<file path="config.mk">
export PLATFORM = sky130hd
export DESIGN_NAME = fetch_queue
export DESIGN_NICKNAME = d
export VERILOG_FILES = /design/src/rtl/fetch_queue.sv
export SDC_FILE = /design/constraint.sdc
export NUM_CORES = 1
export LEC_CHECK = 0
export ABC_AREA = 1
export CAP_MARGIN = 5
export CORE_MARGIN = 2
export CORE_UTILIZATION = 50
export DETAILED_ROUTE_END_ITERATION = 8
export PLACE_DENSITY = 0.76
export REMOVE_ABC_BUFFERS = 1
export SLEW_MARGIN = 10
export SYNTH_ARGS = -nofsm -noshare
export SYNTH_HDL_FRONTEND = slang
export SYNTH_SLANG_ARGS = --single-unit
</file>
<file path="constraint.sdc">
create_clock -name clk -period 4.5 [get_ports clk]
set_input_delay 0.45 -clock clk [delete_from_list [all_inputs] [get_ports clk]]
set_output_delay 0.45 -clock clk [all_outputs]
set_load 0.01 [all_outputs]
</file>
<file path="src/rtl/fetch_queue.sv">
// Decoupled instruction fetch: requests issue the cycle after credit frees; a response is visible on dec_* one cycle after it arrives.
// Backpressure: imem_req_valid is held low once queued plus in-flight reaches DEPTH; dec_ready low stalls the head; responses cannot be stalled.
module fetch_queue #(
  parameter int unsigned           ADDR_WIDTH = 32,
  parameter int unsigned           INST_WIDTH = 32,
  parameter int unsigned           DEPTH      = 4,
  parameter logic [ADDR_WIDTH-1:0] RESET_PC   = '0
) (
  input  logic                         clk,
  input  logic                         rst,
  input  logic                         redirect_valid,
  input  logic [ADDR_WIDTH-1:0]        redirect_pc,
  output logic                         imem_req_valid,
  input  logic                         imem_req_ready,
  output logic [ADDR_WIDTH-1:0]        imem_req_addr,
  input  logic                         imem_rsp_valid,
  input  logic [INST_WIDTH-1:0]        imem_rsp_data,
  output logic                         dec_valid,
  input  logic                         dec_ready,
  output logic [INST_WIDTH-1:0]        dec_inst,
  output logic [ADDR_WIDTH-1:0]        dec_pc,
  output logic [ADDR_WIDTH-1:0]        dec_next_pc,
  output logic [$clog2(DEPTH+1)-1:0]   occupancy,
  output logic                         rsp_err
);

  localparam int unsigned           CW       = $clog2(DEPTH + 1);
  localparam int unsigned           PW       = (DEPTH > 1) ? $clog2(DEPTH) : 1;
  localparam logic [ADDR_WIDTH-1:0] PC_STEP  = ADDR_WIDTH'(INST_WIDTH / 8);
  localparam logic [PW-1:0]         LAST_PTR = PW'(DEPTH - 1);
  localparam logic [CW:0]           CREDITS  = (CW + 1)'(DEPTH);

  typedef struct packed {
    logic [INST_WIDTH-1:0] inst;
    logic [ADDR_WIDTH-1:0] pc;
  } entry_t;

  entry_t                storage_q [DEPTH];
  entry_t                head_dat;
  entry_t                push_dat;

  logic [ADDR_WIDTH-1:0] fetch_pc_q, fetch_pc_d;
  logic [ADDR_WIDTH-1:0] rsp_pc_q, rsp_pc_d;
  logic [PW-1:0]         rd_ptr_q, rd_ptr_d;
  logic [PW-1:0]         wr_ptr_q, wr_ptr_d;
  logic [CW-1:0]         occ_q, occ_d;
  logic [CW-1:0]         outstanding_q, outstanding_d;
  logic [CW-1:0]         drop_cnt_q, drop_cnt_d;
  logic                  rsp_err_q, rsp_err_d;

  logic                  req_fire;
  logic                  rsp_fire;
  logic                  rsp_drop;
  logic                  push;
  logic                  pop;

  function automatic logic [PW-1:0] ptr_inc(input logic [PW-1:0] p);
    return (p == LAST_PTR) ? '0 : p + PW'(1);
  endfunction

  // Credit covers both buffered entries and requests still in flight, so a push always has room.
  assign imem_req_valid = !rst && (({1'b0, occ_q} + {1'b0, outstanding_q}) < CREDITS);
  assign imem_req_addr  = fetch_pc_q;

  assign req_fire = imem_req_valid & imem_req_ready;
  assign rsp_fire = imem_rsp_valid & (outstanding_q != '0);
  assign rsp_drop = rsp_fire & (drop_cnt_q != '0);
  assign push     = rsp_fire & ~rsp_drop & ~redirect_valid;
  assign pop      = dec_valid & dec_ready & ~redirect_valid;

  assign head_dat    = storage_q[rd_ptr_q];
  assign push_dat    = '{inst: imem_rsp_data, pc: rsp_pc_q};
  assign dec_valid   = (occ_q != '0);
  assign dec_inst    = head_dat.inst;
  assign dec_pc      = head_dat.pc;
  assign dec_next_pc = head_dat.pc + PC_STEP;
  assign occupancy   = occ_q;
  assign rsp_err     = rsp_err_q;

  always_comb begin
    fetch_pc_d    = fetch_pc_q;
    rsp_pc_d      = rsp_pc_q;
    rd_ptr_d      = rd_ptr_q;
    wr_ptr_d      = wr_ptr_q;
    occ_d         = occ_q;
    drop_cnt_d    = drop_cnt_q;
    outstanding_d = outstanding_q + CW'(req_fire) - CW'(rsp_fire);
    rsp_err_d     = rsp_err_q | (imem_rsp_valid & (outstanding_q == '0));

    if (redirect_valid) begin
      // Everything still owed by memory after this edge belongs to the old path.
      fetch_pc_d = redirect_pc;
      rsp_pc_d   = redirect_pc;
      rd_ptr_d   = '0;
      wr_ptr_d   = '0;
      occ_d      = '0;
      drop_cnt_d = outstanding_d;
    end else begin
      if (req_fire) begin
        fetch_pc_d = fetch_pc_q + PC_STEP;
      end
      if (rsp_drop) begin
        drop_cnt_d = drop_cnt_q - CW'(1);
      end
      if (push) begin
        rsp_pc_d = rsp_pc_q + PC_STEP;
        wr_ptr_d = ptr_inc(wr_ptr_q);
      end
      if (pop) begin
        rd_ptr_d = ptr_inc(rd_ptr_q);
      end
      occ_d = occ_q + CW'(push) - CW'(pop);
    end
  end

  always_ff @(posedge clk or posedge rst) begin
    if (rst) begin
      fetch_pc_q    <= RESET_PC;
      rsp_pc_q      <= RESET_PC;
      rd_ptr_q      <= '0;
      wr_ptr_q      <= '0;
      occ_q         <= '0;
      outstanding_q <= '0;
      drop_cnt_q    <= '0;
      rsp_err_q     <= 1'b0;
    end else begin
      fetch_pc_q    <= fetch_pc_d;
      rsp_pc_q      <= rsp_pc_d;
      rd_ptr_q      <= rd_ptr_d;
      wr_ptr_q      <= wr_ptr_d;
      occ_q         <= occ_d;
      outstanding_q <= outstanding_d;
      drop_cnt_q    <= drop_cnt_d;
      rsp_err_q     <= rsp_err_d;
    end
  end

  // Payload storage needs no reset; occupancy alone qualifies it.
  always_ff @(posedge clk) begin
    if (push) begin
      storage_q[wr_ptr_q] <= push_dat;
    end
  end

endmodule

</file>
Yosys cells after proc, flatten, opt, wreduce, memory -nomap -nowiden

Memory sizes are Yosys's and may differ from the RTL's.
Cells that the tools add are included.
W data, S select, Z words.

$add $sub $neg: 11
Magnitude comparators: 1
Eq/ne operators: 2
Muxes and demuxes: 15
Bitwise logic cells: 11
Reductions and logical operators: 10

Operators by type and width:

| kind                    | number |
|---|---|
| $mux W32                | 4 |
| $add A32 B3 Y32 const B | 3 |
| $mux W2                 | 6 |
| $mux W3                 | 3 |
| $reduce_bool A3 Y1      | 3 |
| $and A1 B1 Y1           | 8 |
| $reduce_bool A2 Y1      | 4 |
| $add A3 B1 Y3           | 2 |
| $sub A3 B1 Y3           | 2 |
| $add A2 B1 Y2 const B   | 2 |
| $add A3 B3 Y4           | 1 |
| $eq A2 B2 Y1 const B    | 2 |
| $lt A4 B3 Y1 const B    | 1 |
| $logic_not A3 Y1        | 1 |
| $sub A3 B1 Y3 const B   | 1 |
| $mux W1                 | 2 |
| $not A1 Y1              | 2 |
| $logic_and A1 B1 Y1     | 1 |
| $logic_not A1 Y1        | 1 |
| $or A1 B1 Y1            | 1 |

Register bits: 78
Memory bits (writable): 256
Input bits: 70
Output and inout port bits: 134
Logic and storage cells: 59
Memories: 1

Memories:

| name      | depth | bits a word | rd ports | clocked after Yosys merged registers in | wr ports | line | text |
|---|---|---|---|---|---|---|---|
| storage_q | 4     | 64          | 1        | 0                                       | 1        | 38   | `entry_t storage_q [DEPTH];` |

Depth between registers and ports, before layout

Gate-level depths: netlist of the first run.

Depth after elaboration: 9
Gate-level depth with buffers: 15
Depth with buffers taken out: 13

Least setup slack after synthesis of the first run

Ideal clock, no wire load.

Kind: register to register
From: register drop_cnt_q[0]
To: memory storage_q[0][0] (netlist bit) (enable)
Data arrival time: 3.952 ns
Required time: 4.014 ns
Path slack: 0.062 ns
Stages on the path, launching flop included: 8
Path buffers: 1
Clock period less this slack: 4.438 ns
Cells stage by stage: dfrtp_1 inv_1 ha_1 nand4_1 nor2_2 inv_1 buf_2 nor2_1

Word-level cells in the longest chain between the ends: 7

Ends and longest elaborated chain:

| item                          | line | text |
|---|---|---|
| start, declared               | 48   | `logic [CW-1:0] drop_cnt_q, drop_cnt_d;` |
| start signal, assigned        | 133  | `drop_cnt_q <= drop_cnt_d;` |
| $reduce_bool A3 Y1            | 67   | `assign rsp_drop = rsp_fire & (drop_cnt_q != '0);` |
| $and A1 B1 Y1                 | 67   |  |
| $not A1 Y1                    | 68   | `assign push = rsp_fire & ~rsp_drop & ~redirect_valid;` |
| $and A1 B1 Y1 (2 in series)   | 68   |  |
| $mux W1                       | 140  | `if (push) begin` |
| $mux W1 (implied by the code) | 141  | `storage_q[wr_ptr_q] <= push_dat;` |
| end, declared                 | 38   |  |

No other way between the ends.

Worst setup path after layout of the first run

From: register rd_ptr_q[1]
To: output port dec_next_pc[16]

Word-level cells in the longest chain between the ends: 2

Ends and longest elaborated chain:

| item                   | line | text |
|---|---|---|
| start, declared        | 44   | `logic [PW-1:0] rd_ptr_q, rd_ptr_d;` |
| start signal, assigned | 129  | `rd_ptr_q <= rd_ptr_d;` |
| $mem_v2 Z4 W64         | --   |  |
| $add A32 B3 Y32        | 76   | `assign dec_next_pc = head_dat.pc + PC_STEP;` |
| end, declared          | 22   | `output logic [ADDR_WIDTH-1:0] dec_next_pc,` |

No other way between the ends.

==> run summary, run 1 <==
The run finished with clean final reports. The effective utilization at floorplan came out at between 50% and 60%. The routed via count is between 10000 and 15000. The combined buffer and inverter count along the critical path came out at 2. The number of violations reported at the end of detailed-routing iteration 0 is 1189. The analysis attributes to cell leakage a power of about 7.8 nW. The routed wire length per instance came out at about 18 um. The layer flagged by global routing as most heavily used is met2. The maximum frequency from static timing analysis came out at between 200 and 250 MHz. The chip height came out at roughly 180 um. The most common flop cell mapped by yosys is sky130_fd_sc_hd__edfxtp_1.

The portion of the clock cycle consumed by the worst path in the final layout came out at 93.1%. The combinational family with the most area after synthesis is simple AND/OR/NAND/NOR gates. The unique cell type count in the Yosys netlist is 43.

The total number of placement rows is 65. The minimum setup slack in the final design came out at 0.312 ns. The worst-case clock buffer depth came out at 3. The half-perimeter wire length after placement is 28000 um. The path class of the tightest hold or removal check is primary input to flip-flop. Counting flops and latches in the post-synthesis netlist gives 334. The total of hold buffers inserted after clock tree synthesis is 0. The fraction of the mapped netlist area in adder cells is 1.49%. Clock tree synthesis selected as its root buffer the cell sky130_fd_sc_hd__clkbuf_16. After synthesis, the largest area contributor takes up 47.7% of total cell area.

The post-CTS setup-driven buffer insertion count came out at 0. Setup violations remaining at the end of the flow were counted as 0. The clock net in this run drives a total of between 300 and 400 sinks.

The arrival time of data at the critical path endpoint came out at roughly 3.7 ns. The xor-xnor portion of the synthesized cell area is under 10%. The completed layout was analyzed and its total power is 10.3 mW. The simple-gate area share of the yosys netlist came out at 23.8%. The number of buffer cells added on primary ports is slightly above 200. The commonest cells after synthesis are sky130_fd_sc_hd__nand2_1 (551), sky130_fd_sc_hd__edfxtp_1 (256), sky130_fd_sc_hd__nor2_1 (185).

The largest driver fanout on the critical path came out at a little under 70. The fraction of met3 tracks used by global routing is under 10%. The mux cell area share after synthesis came out at 0%.

For the finished layout, the period the worst path requires is between 4 and 5 ns. The transition at the pin with the smallest max-transition slack is approximately 0.76 ns. Compared with the post-synthesis result, the final layout area differs by 21.6%. The number of synthesized flops with an enable pin came out at ~260. The routability-driven placement congestion ratio is around 0.90. Counting flops with an async set or reset pin after synthesis yields a share of between 20% and 30%.

The first TritonRoute pass finished after 6 iterations. The cell with the largest stage delay on the worst path is sky130_fd_sc_hd__buf_4. The signal on the critical path passes through buf_4 > nand2_1 > nand2_1 > ha_1 > nand3_4 > nor2_1 > nand2_1 > xor2_1 > clkdlybuf4s50_1. The internal power is between 6 and 7 mW. The kind of critical path is flip-flop to primary output. Before CTS, the worst setup slack after placement is roughly 0.85 ns. Buffers inserted during clock tree synthesis total 34. In this run the remaining antenna-violating nets after routing total 0.

The area of the die is around 0.034 mm^2. Setup repair after global routing left no endpoint under its margin. In this run the count of I/O pins placed on the die edge is ~200. The H-tree depth came out at 2. Net switching is between 30% and 40% of the power.

The via count of the first global-routing pass is approximately 12000. The number of cells produced by synthesis is 1727. The worst hold slack across all endpoints is between 0.3 and 0.4 ns.

For this run the aggregate overflow at the end of global routing stands at 0. Of all cell types, the one taking the most synthesized area is sky130_fd_sc_hd__edfxtp_1. VDD sags by at most 0.239 mV.

The kind of start point of the critical path is a flip-flop. Headroom to the max-slew limit came out at 49.2%. The global-route track usage on met2 is between 30% and 40%. The part of the power in the clock network came out at 26.5%. The worst setup skew after layout is about 0.02 ns.

The per-instance average area after synthesis is about 9.3 um^2. The longest individual stage delay on the worst path is ~0.66 ns. The layout cell share with drive strength beyond 1 is under 10%. TritonCTS built the clock tree. In the routed design, unresolved DRC markers number 0.

The Yosys step of the flow raised 0 warnings. The post-synthesis cell area came out at about 0.016 mm^2. The global-route wire length before repair is 64600 um. The met1 track demand over resource in global routing is around 34%. STA classifies the critical path endpoint as a primary output. The number of endpoints with negative hold slack in the final report is 0. Among cell families on the critical path, the largest total delay comes from buffers and inverters. The pin count of the biggest net entering global routing came out at 79. Combinational logic is responsible for 35.3% of the overall power. The post-cts repair resize count is 0.

The most common cell in the synthesized netlist is sky130_fd_sc_hd__nand2_1. After detailed routing, the number of vias per cell comes to 5.43. The total inserted antenna cells came out at 0. In this run the power spent charging and discharging nets is 3.57 mW.

The worst endpoint required time came out at 4.05 ns. The horizontal die dimension is roughly 180 um. Among the stages of the critical path, the cell type that occurs most often is sky130_fd_sc_hd__nand2_1. Max-cap violations in this run came to 0. The sequential cell fraction of total power is 38.2%.

The CTS clock-pin slew for the worst setup and hold paths is roughly 0.06 ns. The post-synthesis sequential area ratio came out at between 50% and 60%. The initial antenna violation count came to 0.

The total power divided by cell area came out at around 530 mW/mm^2. The area fraction in compound gates after synthesis is under 10%. Ranked by total cell area, the synthesized netlist is headed by sky130_fd_sc_hd__edfxtp_1 (48%), sky130_fd_sc_hd__nand2_1 (13%), sky130_fd_sc_hd__dfrtp_1 (12%). The insertion delay of the later-clocked pin in the worst-skew pair is approximately 0.52 ns.

Global routing consumed, over all layers together, 24.3% of the routing resources. The number of nets at the end of the flow came out at 2009. The placeable core region is ~0.032 mm^2. The routed design has 41100 um of wire. The number of max-slew violations in the final report is 0.
## power by group through the flow
| stage | Sequential (mW) | Clock [mW] | Combinational [mW] |
|---|---|---|---|
| 2_1_floorplan | 4.00 | 0 | 1.84 |
| 3_3_place_gp | 3.98 | 0 | 3.57 |
| 3_5_place_dp | 3.99 | 0 | 3.63 |
| 4_1_cts | 3.93 | 2.78 | 3.65 |
| 5_1_grt | 3.97 | 2.91 | 4.02 |
| 6_report | 3.94 | 2.73 | 3.64 |
## worst reg2reg max path, delay by kind of cell (launching register included)
| kind | cells | cell delay [ns] |
|---|---|---|
| AO/OA/AOI/OAI | 2 | 0.23 |
| AND/OR/NAND/NOR | 3 | 0.51 |
| flip-flops | 1 | 0.46 |
| XOR/XNOR | 2 | 0.41 |
| adder cells (fa/ha/maj) | 4 | 1.21 |
| buffers and inverters | 2 | 0.08 |
## cell type report
type,count,area [um^2]
clock buffer,47,910
tap,402,503
multi-input combinational,1182,5610
fill,2570,12000
timing repair buffer,223,2240
clock inverter,11,146
sequential,334,9640
inverter,146,553
## per-layer routing
layer | routed length [um] | vias up
li1 | - | 6156
met1 | 17900 | 5962
met2 | 18800 | 543
met3 | 3300 | 84
met4 | 1060 | 0
met5 | 0 | -
## metrics by stage
stage | cells | cell area, um^2 | setup TNS [ns] | util, %
3_5_place_dp | 2287 | 18500 | 0 | 58.6
4_1_cts | 2345 | 19600 | 0 | 62.0
2_1_floorplan | 1662 | 15800 | -40.86 | -
5_1_grt | 2345 | 19600 | 0 | 62.0
3_3_place_gp | 2287 | 18500 | 0 | 58.6
6_report | 2345 | 19600 | 0 | 62.0
## path summary, 6_finish.rpt
path,from,end,slack (ns),cells after the start
setup / recovery,rd_ptr_q[1],dec_next_pc[16],0.31,9
hold / removal,redirect_valid,occupancy[0],0.35,2
setup reg to reg,occupancy[1],drop_cnt_q[2],1.54,13
hold reg to reg,imem_req_addr[0],imem_req_addr[0],0.48,2
max in group asynchronous,rst,rsp_pc_q[30],3.00,3
min in group asynchronous,rst,outstanding_q[2],0.39,2
## cell families (layout without fill, tap and decap cells)
group / after synthesis / count (layout)
flip-flops: 334 / 334
buffers and inverters: 211 / 427
XOR/XNOR: 41 / 41
adder cells (fa/ha/maj): 18 / 18
AND/OR/NAND/NOR: 925 / 925
AO/OA/AOI/OAI: 198 / 198
## placed cells by master (no fill, tap or decap), drive strengths merged, types with 16 or more instances in the layout
cell type	instances
buf	21
clkbuf	47
clkdlybuf4s50	202
dfrtp	78
edfxtp	256
ha	16
inv	148
nand2	567
nand3	113
nand4	19
nor2	197
nor3	19
o211ai	17
o21ai	112
o22ai	35
xor2	37
## flip-flops by register name (all words and copies together) (netlist names)
register and flops:
storage_q 256, rsp_err 1, rsp_pc_q 32, outstanding_q 3, wr_ptr_q 2, imem_req_addr 32
drop_cnt_q 3, occupancy 3, rd_ptr_q 2
Note: power is estimated with default switching activity, not from simulation.
==> run 2: changes to the inputs <==
--- a/config.mk
+++ b/config.mk
@@ -9,8 +9,10 @@
 export CAP_MARGIN = 5
 export CORE_MARGIN = 2
 export CORE_UTILIZATION = 50
+export CTS_CLUSTER_SIZE = 24
 export DETAILED_ROUTE_END_ITERATION = 8
 export PLACE_DENSITY = 0.76
+export RECOVER_POWER = 50
 export REMOVE_ABC_BUFFERS = 1
 export SLEW_MARGIN = 10
 export SYNTH_ARGS = -nofsm -noshare
==> run 2 against run 1 <==
Effect of this change: power is 0.33% lower; flip-flop and latch count stayed put; global-route usage stayed put; cell count hardly changed; first-iteration DRC count is 4.6% lower; die area stayed put; combinational power is 1% lower; cell area hardly changed; setup slack better by 0.0080 ns; hold slack better by 0.12 ns; sequential power hardly changed; critical path depth stayed put; largest cell class unchanged.
==> run summary, run 2 (synthesis gave the netlist of run 1 again) <==
The flow ran to the end, and the final reports show no timing, DRC or antenna violations. The combinational power share came out at 35.1% (-0.2 points). The largest driver fanout on the critical path was 69 (unchanged).

The routed via count divided by cell count was 5.46 (+0.53%). The initial antenna violation count is 1 (+1). The number of I/O pins came out at 204 (unchanged). The critical register-to-register path startpoint is occupancy[1]. Ranked by flip-flop count, first place goes to storage_q. The effective utilization at floorplan was 51.0% (unchanged).

The switching power total came to 3.57 mW (about the same). The number of buffer cells added on primary ports came to 203 (unchanged). The setup path with the least slack is of type flip-flop to primary output.

The residual antenna-violating net count after detailed routing is 0 (unchanged). The leakage power figure came to 7.88 nW (+0.40%). The worst slew slack as a fraction of its limit is 11.2% (-38 points). The post-detailed-route DRC marker count came out at 0 (unchanged). The non-filler instance count after layout is 2347 (+0.085%). The part of the power in the clock network came out at 26.6% (about the same). The half-perimeter wire length after placement came to 28000 um (unchanged).

The number of search-and-repair iterations in the first detailed-routing pass came to 6 (unchanged). The number of nets at the end of the flow came out at 2009 (unchanged). The aggregate routed wire length came out at 41100 um (about the same).

In this run the critical register-to-register path is captured at drop_cnt_q[2]. The proportion of total power due to net switching is 34.8% (+0.13 points). The global-route wire length before repair is 64600 um (unchanged).

The via count of the first global-routing pass came out at 12400 (unchanged). The CTS clock-pin slew for the worst setup and hold paths was 0.06 ns (about the same). The placement-stage cell area is 0.0185 mm^2 (unchanged). The endpoint class of the critical path is a primary output. The routability-driven placement congestion ratio is 0.902 (unchanged). The worst endpoint required time came out at 4.05 ns (about the same). The aggregate global-route resource usage came out at 24.3% (unchanged). The startpoint identified for the worst hold timing path is imem_req_addr[0]. The TritonCTS buffer count is 34 (unchanged).

The routed wire length per instance is 17.5 um (about the same). Clock tree synthesis selected as its root buffer the cell sky130_fd_sc_hd__clkbuf_16. The sequential cell fraction of total power is 38.3% (about the same). The number of cells on the worst reg-to-reg path came to 13 (unchanged). The total of hold buffers inserted after clock tree synthesis is 0 (unchanged). The layout cell share with drive strength beyond 1 was 5.25% (-0.21 points). The worst setup skew after layout was 0.0198 ns (-0.000492 ns). The placeable core region is 0.0316 mm^2 (unchanged). The clock period minus final worst setup slack came to 4.18 ns (-0.00796 ns). The insertion delay of the later-clocked pin in the worst-skew pair came out at 0.52 ns (about the same). The post-placement cell count came out at 2287 (unchanged).

The reg2reg setup slack is 1.52 ns (-0.02 ns). The kind of start point of the critical path is a flip-flop. The number of endpoints with negative hold slack in the final report is 0 (unchanged). The worst-case clock buffer depth was 3 (unchanged).

The chip height came out at 184 um (unchanged). The post-CTS setup-driven buffer insertion count is 0 (unchanged). Setup repair after global routing left no endpoint under its margin. The arrival time of data at the critical path endpoint came out at 3.73 ns (about the same).

The library cells used most frequently in the layout, excluding fill and tap cells, are sky130_fd_sc_hd__nand2_1 (551), sky130_fd_sc_hd__edfxtp_1 (256), sky130_fd_sc_hd__nor2_1 (181). The setup-violating endpoint count in the final report is 0 (unchanged). The TritonCTS sink count is 334 (unchanged).

The total power divided by cell area is 524 mW/mm^2 (-0.29%). The area of the die is 0.0337 mm^2 (unchanged). The flip-flop count of the largest register, all copies and words added is 256 (unchanged).

The routed via count is 12800 (+0.62%). The library cell used most frequently in the layout, excluding fill and tap cells, is sky130_fd_sc_hd__nand2_1. The min-delay analysis places its worst path in the category flip-flop to flip-flop. The horizontal die dimension is 184 um (unchanged).

The H-tree depth came out at 2 (unchanged). The total number of placement rows came to 65 (unchanged). The post-cts repair resize count came out at 0 (unchanged).

The transition at the pin with the smallest max-transition slack came out at 1.33 ns (+0.570 ns). The portion of the clock cycle consumed by the worst path in the final layout was 92.9% (-0.18 points). The maximum frequency from static timing analysis came to 239 MHz (+0.19%). The internal power came out at 6.70 mW (-0.52%). The depth of the worst hold-timing path was 2 (unchanged). The worst hold endpoint is imem_req_addr[0]. The number of max-slew violations in the final report is 0 (unchanged). The maximum VDD drop is 0.239 mV (+0.20%). The pin count of the biggest net entering global routing came to 79 (unchanged). The synthesis-to-layout area growth came out at 21.5% (about the same). The number of max-capacitance violations reported came out at 0 (unchanged). The number of violations reported at the end of detailed-routing iteration 0 is 1134 (-4.6%). The total grt overflow came out at 0 (unchanged). The final instance area is 0.0196 mm^2 (about the same). The final design utilization came out at 61.9% (about the same). The CTS tree is yes. The worst hold slack across all endpoints was 0.470 ns (+0.122 ns).
==> run 2: cell count changes in the layout (fill, tap and decap cells not counted), sizes merged <==
cell and change:
clkdlybuf4s50 -69, dlygate4sd3 +69, buf -4, clkbuf +4, diode +2
==> run 2: through the flow <==
stage                     setup slack, ns  setup TNS, ns  total power, mW
after CTS                           0.287              0             10.4
after detailed placement            0.851              0             7.62
after global routing                0.118              0             10.9
after global placement              0.902              0             7.55
after floorplan                    -0.156         -40.86             5.84
final                               0.320              0             10.3
==> run 2: worst max-delay path, stage by stage (launching register included) <==
cell and delay (ns):
sky130_fd_sc_hd__dfrtp_2 0.54, sky130_fd_sc_hd__buf_4 0.65, sky130_fd_sc_hd__nand2_1 0.12, sky130_fd_sc_hd__nand2_1 0.21, sky130_fd_sc_hd__ha_1 0.32, sky130_fd_sc_hd__nand3_4 0.13
sky130_fd_sc_hd__nor2_1 0.35, sky130_fd_sc_hd__nand2_1 0.12, sky130_fd_sc_hd__xor2_1 0.20, sky130_fd_sc_hd__clkdlybuf4s50_1 0.58
==> run 2: cell type report <==
type | count | area [um^2]
timing repair buffer | 223 | 2230
sequential | 334 | 9640
fill | 2576 | 12000
clock inverter | 11 | 146
antenna | 2 | 5.00
multi-input combinational | 1182 | 5610
inverter | 146 | 553
tap | 402 | 503
clock buffer | 47 | 910
==> run 2: per-layer routing <==
metal | part of all wire [%] | track usage [%]
met2 | 46 | 39.6
met5 | 0 | 0
met4 | 2.7 | 7.65
met3 | 7.5 | 3.47
met1 | 44 | 34.0
==> run 2: how the worst max path moves through the flow <==
| stage | slack (ns) | end | from |
|---|---|---|---|
| final | 0.32 | dec_next_pc[16] | rd_ptr_q[1] |
| after global routing | 0.12 | dec_next_pc[16] | rd_ptr_q[1] |
| after CTS | 0.29 | dec_next_pc[16] | rd_ptr_q[1] |
| after detailed placement | 0.85 | dec_next_pc[16] | rd_ptr_q[1] |
| after global placement | 0.90 | dec_next_pc[16] | rd_ptr_q[1] |
| after floorplan | -0.16 | storage_q[0][0] | drop_cnt_q[0] |
==> run 2: power by group through the flow <==
stage          Sequential, mW  Clock (mW)  Combinational [mW]
2_1_floorplan            4.00           0                1.84
3_3_place_gp             3.98           0                3.57
3_5_place_dp             3.99           0                3.63
4_1_cts                  3.93        2.78                3.65
5_1_grt                  3.97        2.91                3.98
6_report                 3.93        2.74                3.60
==> run 3: changes to the inputs <==
--- a/config.mk
+++ b/config.mk
@@ -11,9 +11,10 @@
 export CORE_UTILIZATION = 50
 export CTS_CLUSTER_SIZE = 24
 export DETAILED_ROUTE_END_ITERATION = 8
-export PLACE_DENSITY = 0.76
+export PLACE_DENSITY = 0.73
 export RECOVER_POWER = 50
 export REMOVE_ABC_BUFFERS = 1
+export SKIP_LAST_GASP = 1
 export SLEW_MARGIN = 10
 export SYNTH_ARGS = -nofsm -noshare
 export SYNTH_HDL_FRONTEND = slang
==> constraint.sdc (replaced) <==
create_clock -name clk -period 5.4 [get_ports clk]
set_input_delay 0.54 -clock clk [delete_from_list [all_inputs] [get_ports clk]]
set_output_delay 0.54 -clock clk [all_outputs]
set_load 0.01 [all_outputs]
==> run 3 against run 2 <==
Effect of this change: the run now ends with max-capacitance violations, max-slew violations left; hold slack got worse by 0.0037 ns; sequential share of layout area fell by 0.12 points; sequential power decreased by 16%; combinational power decreased by 18%; cell area up 0.24%; via count hardly changed; critical path type unchanged; critical endpoint unchanged.
==> run summary, run 3 (synthesis gave the netlist of run 1 again) <==
The area of the die came out at 0.0337 mm^2 (unchanged). The setup-violating endpoint count in the final report is 0 (unchanged). The worst setup skew after layout was 0.0218 ns (+0.00193 ns). The leakage power figure is 7.91 nW (+0.42%).

The via count of the first global-routing pass came out at 12200 (-1.6%). Dividing the final minimum period by the clock period gives 87.4%. The half-perimeter wire length after placement came out at 27300 um (-2.4%).

The register with the most flip-flops is storage_q. The arrival time of data at the critical path endpoint came to 4.18 ns (+0.45 ns). The worst setup path is captured at a primary output. TritonCTS built the clock tree. The number of search-and-repair iterations in the first detailed-routing pass is 5 (-1). The final setup TNS came out at 0 ns (unchanged). The routability-driven placement congestion ratio is 0.970 (+7.6%).

The number of nets at the end of the flow was 2005 (-0.20%). The total grt overflow came out at 0 (unchanged). The final reports fail on max-capacitance violations, max-slew violations. The total of hold buffers inserted after clock tree synthesis was 0 (unchanged).

The aggregate routed wire length is 41400 um (+0.60%). The clock root buffer is sky130_fd_sc_hd__clkbuf_16. The worst endpoint required time came out at 4.86 ns (+0.81 ns). The initial antenna violation count is 0 (-1). The critical register-to-register path startpoint is drop_cnt_q[0]. The post-detailed-route DRC marker count came out at 0 (unchanged). The post-cts repair resize count is 0 (unchanged). The library cells used most frequently in the layout, excluding fill and tap cells, are sky130_fd_sc_hd__nand2_1 (551), sky130_fd_sc_hd__edfxtp_1 (256), sky130_fd_sc_hd__nor2_1 (181). The global-route wire length before repair is 64600 um (about the same). The worst-case clock buffer depth is 3 (unchanged). The library cell used most frequently in the layout, excluding fill and tap cells, is sky130_fd_sc_hd__nand2_1. The number of endpoints with negative hold slack in the final report came to 0 (unchanged). The number of max-capacitance violations reported is 1 (+1). The routed via count came out at 12800 (-0.086%). The total number of placement rows is 65 (unchanged). The number of max-slew violations in the final report came out at 50 (+50).

The routed wire length per instance came out at 17.6 um (+0.64%). The horizontal die dimension is 184 um (unchanged). The flip-flop count of the largest register, all copies and words added is 256 (unchanged). The pin count of the biggest net entering global routing is 131 (+66%). The TritonCTS sink count came to 334 (unchanged). The insertion delay of the later-clocked pin in the worst-skew pair is 0.54 ns (+0.02 ns). The flow ran to the end, but the final reports show violations. The number of I/O pins is 204 (unchanged). The aggregate global-route resource usage came out at 24.4% (+0.057 points). The chip height is 184 um (unchanged).

The maximum frequency from static timing analysis is roughly 210 MHz. The kind of critical path is flip-flop to primary output. The kind of start point of the critical path is a flip-flop. The layout cell share with drive strength beyond 1 is 5.45% (+0.20 points). The post-CTS setup-driven buffer insertion count is 0 (unchanged). The non-filler instance count after layout was 2346 (-0.043%). The worst slew slack as a fraction of its limit is -81.5% (-93 points). The effective utilization at floorplan came out at 51.0% (unchanged). The worst hold-check path type is flip-flop to flip-flop. Setup repair after global routing left no endpoint under its margin. The most critical setup path has its startpoint at rd_ptr_q[0].

The clock period minus final worst setup slack came out at 4.72 ns. The residual antenna-violating net count after detailed routing is 0 (unchanged). The synthesis-to-layout area growth came out at 21.8%.

The post-placement cell count came out at 2281 (-0.26%). The number of buffer cells added on primary ports came out at 203 (unchanged). The H-tree depth came out at 2 (unchanged).

The placeable core region was 0.0316 mm^2 (unchanged). The number of violations reported at the end of detailed-routing iteration 0 is 1089 (-4.0%). The maximum VDD drop was 0.221 mV (-7.5%).

The reg2reg setup slack came out at 1.53 ns (about the same). The total power divided by cell area came out at 445 mW/mm^2 (-15%). The largest driver fanout on the critical path is 130 (+88%). The routed via count divided by cell count came out at 5.46 (about the same). The CTS clock-pin slew for the worst setup and hold paths is 0.06 ns (about the same).

The startpoint identified for the worst hold timing path is imem_req_addr[1]. The TritonCTS buffer count is 36 (+5.9%). The total inserted antenna cells is 0 (-2). The transition at the pin with the smallest max-transition slack came out at 2.72 ns (+1.39 ns).
[run 3: area by class of cell]
class | count | area [um^2]
fillers | 2554 | 12000
repair buffers | 217 | 2150
well taps | 402 | 503
clock inverters | 20 | 234
multi-input cells | 1182 | 5610
flip-flops and latches | 334 | 9640
clock buffers | 45 | 955
inverters | 146 | 553
[run 3: final timing paths]
check,endpoint,cells past startpoint
worst min-delay path,imem_req_addr[1],2
worst max register to register,storage_q[3][42],8
worst min register to register,imem_req_addr[1],2
worst max-delay path,dec_next_pc[16],11
min in group asynchronous,rd_ptr_q[0],2
max in group asynchronous,rsp_pc_q[31],3
[run 3: layer usage]
layer | GRT usage (%) | part of all wire (%) | routed length, um
met5 | 0 | 0 | 0
met4 | 6.40 | 2.2 | 925
met3 | 3.94 | 8.1 | 3340
met2 | 40.0 | 47 | 19300
met1 | 34.0 | 43 | 17800
[run 3: worst max-delay path, cell delays in order (launching register included)]
cell	delay [ns]
sky130_fd_sc_hd__dfrtp_4	0.73
sky130_fd_sc_hd__inv_6	0.68
sky130_fd_sc_hd__nand2_1	0.11
sky130_fd_sc_hd__nand2_1	0.09
sky130_fd_sc_hd__nand2_1	0.05
sky130_fd_sc_hd__nand2_1	0.20
sky130_fd_sc_hd__ha_1	0.29
sky130_fd_sc_hd__nand3_4	0.13
sky130_fd_sc_hd__nor2_1	0.32
sky130_fd_sc_hd__nand2_1	0.11
sky130_fd_sc_hd__xor2_1	0.24
sky130_fd_sc_hd__clkdlybuf4s50_1	0.58
[run 3: report_power, final]
group | total, mW | internal, mW | switching (mW)
Combinational | 2.96 | 1.22 | 1.74
Sequential | 3.31 | 3.02 | 0.291
Clock | 2.46 | 1.46 | 1.00
Total | 8.73 | 5.70 | 3.04
[run 3: stage by stage]
stage          area (um^2)  hold slack, ns  util (%)  setup WS, ns  total power, mW
2_1_floorplan        15800           0.476         -         0.660             4.87
3_3_place_gp         18500           0.461      58.4          1.30             6.27
3_5_place_dp         18500           0.463      58.4          1.20             6.34
4_1_cts              19700           0.434      62.1         0.613             8.81
5_1_grt              19600           0.504      62.1         0.374             9.19
6_report             19600           0.467      62.1         0.683             8.73
==> RTL edit (flow settings as in run 1) <==
`ADDR_WIDTH`: 32 -> 24.
--- a/src/rtl/fetch_queue.sv
+++ b/src/rtl/fetch_queue.sv
@@ -2,5 +2,5 @@
 // Backpressure: imem_req_valid is held low once queued plus in-flight reaches DEPTH; dec_ready low stalls the head; responses cannot be stalled.
 module fetch_queue #(
-  parameter int unsigned           ADDR_WIDTH = 32,
+  parameter int unsigned           ADDR_WIDTH = 24,
   parameter int unsigned           INST_WIDTH = 32,
   parameter int unsigned           DEPTH      = 4,
Interface: changed (resized dec_next_pc, dec_pc, imem_req_addr and redirect_pc); port bits go from 204 to 172. The function was not compared with the original's and may differ.
==> RTL edit against run 1 <==
- clock skew shrank 0.0097 ns
- setup slack gained 0.12 ns
- fmax grew 2.8%
- area after synthesis shrank 20%
- wire length shrank 26%
- non-clock buffer count shrank 41
- final area shrank 19%
- sequential cell count shrank 48
- power shrank 20%
==> RTL edit: results (changes against run 1) <==
- The number of cell instances on the worst register-to-register path was 7 (-6).
- The wire length on met3 came to 2540 microns (-23%).
- The critical register-to-register path startpoint is drop_cnt_q[0].
- The share of flip-flops with an asynchronous set or reset is 0.217 (-0.0167).
- The layout cell share with drive strength beyond 1 was 0.0727 (+0.0182).
- The total global-route track usage is 0.223 (-0.0199).
- The class of the tightest hold or removal check is input pin to async pin.
- The routed metal-1 wire length is 12900 microns (-28%).
- The critical path launch point is rd_ptr_q[0].
- The post-DP HPWL is 19300 microns (-31%).
- Following the worst setup path forward leads to its endpoint at dec_next_pc[20].
- The count of unique library cells instantiated by Yosys was 41 (-4.7%).
- The met3 track demand over resource is 0.0362 (+0.00150).
- The share of power burned in the clock network was 0.304 (+0.039).
- The via density per instance came to 5.44 (about the same).
- The proportion of synthesized chip area in sequential cells was 0.642 (+0.0438).
- The final weighted congestion of routability-driven global placement was 0.909 (+0.74%).
- The setup skew after layout is 0.0106 ns (-0.00975 ns).
- The via count of the first global-routing pass is 9307 (-25%).
- The worst hold margin was 0.383 ns (+0.0342 ns).
- The number of clock buffers inserted by TritonCTS was 29 (-15%).
- The run finished with clean final reports.
- The source-to-sink clock delay at the later pin of the worst-skew pair is 0.54 ns (+0.02 ns).
- The number of iterations in the first detailed-routing pass is 5 (-1).
- The met2 usage in global routing was 0.372 (-0.0244).
RTL edit: cell types whose count changed after synthesis, sizes merged, moves of 11 or more:
cell,before,now
dfrtp,78,62
nor2,197,149
o21ai,112,99
edfxtp,256,224
nand3,113,98
xor2,37,26
inv,146,110
nand2,567,290
clkbuf,33,21
RTL edit: critical path, cell delays in order, from the launching register on:
cell                              delay, ns
sky130_fd_sc_hd__dfrtp_4               0.60
sky130_fd_sc_hd__inv_8                 0.46
sky130_fd_sc_hd__nor2_1                0.09
sky130_fd_sc_hd__nor2_1                0.10
sky130_fd_sc_hd__o21ai_1               0.08
sky130_fd_sc_hd__nand2_2               0.17
sky130_fd_sc_hd__ha_1                  0.22
sky130_fd_sc_hd__inv_1                 0.07
sky130_fd_sc_hd__nor2_1                0.13
sky130_fd_sc_hd__nand3_2               0.13
sky130_fd_sc_hd__nor2_4                0.21
sky130_fd_sc_hd__nand2_1               0.07
sky130_fd_sc_hd__nand2_1               0.06
sky130_fd_sc_hd__nand2_1               0.04
sky130_fd_sc_hd__inv_1                 0.04
sky130_fd_sc_hd__clkdlybuf4s50_1       0.52
RTL edit: layout make-up:
type                            count  area [sq um]
Tap cell                          330           413
Clock buffer                       32           757
Inverter                          111           427
Sequential cell                   286          8280
Multi-Input combinational cell    784          3940
Fill cell                        1955          9370
Timing Repair Buffer              182          1820
Clock inverter                     21           251
RTL edit: cell families after synthesis:
family | Yosys count | synth area share
and+or+nand+nor | 563 | 0.188
DFF | 286 | 0.642
AOI/OAI and AO/OA | 172 | 0.0756
buffers and inverters | 160 | 0.0556
xor gates and xnor gates | 32 | 0.0217
adders and majority gates | 17 | 0.0177
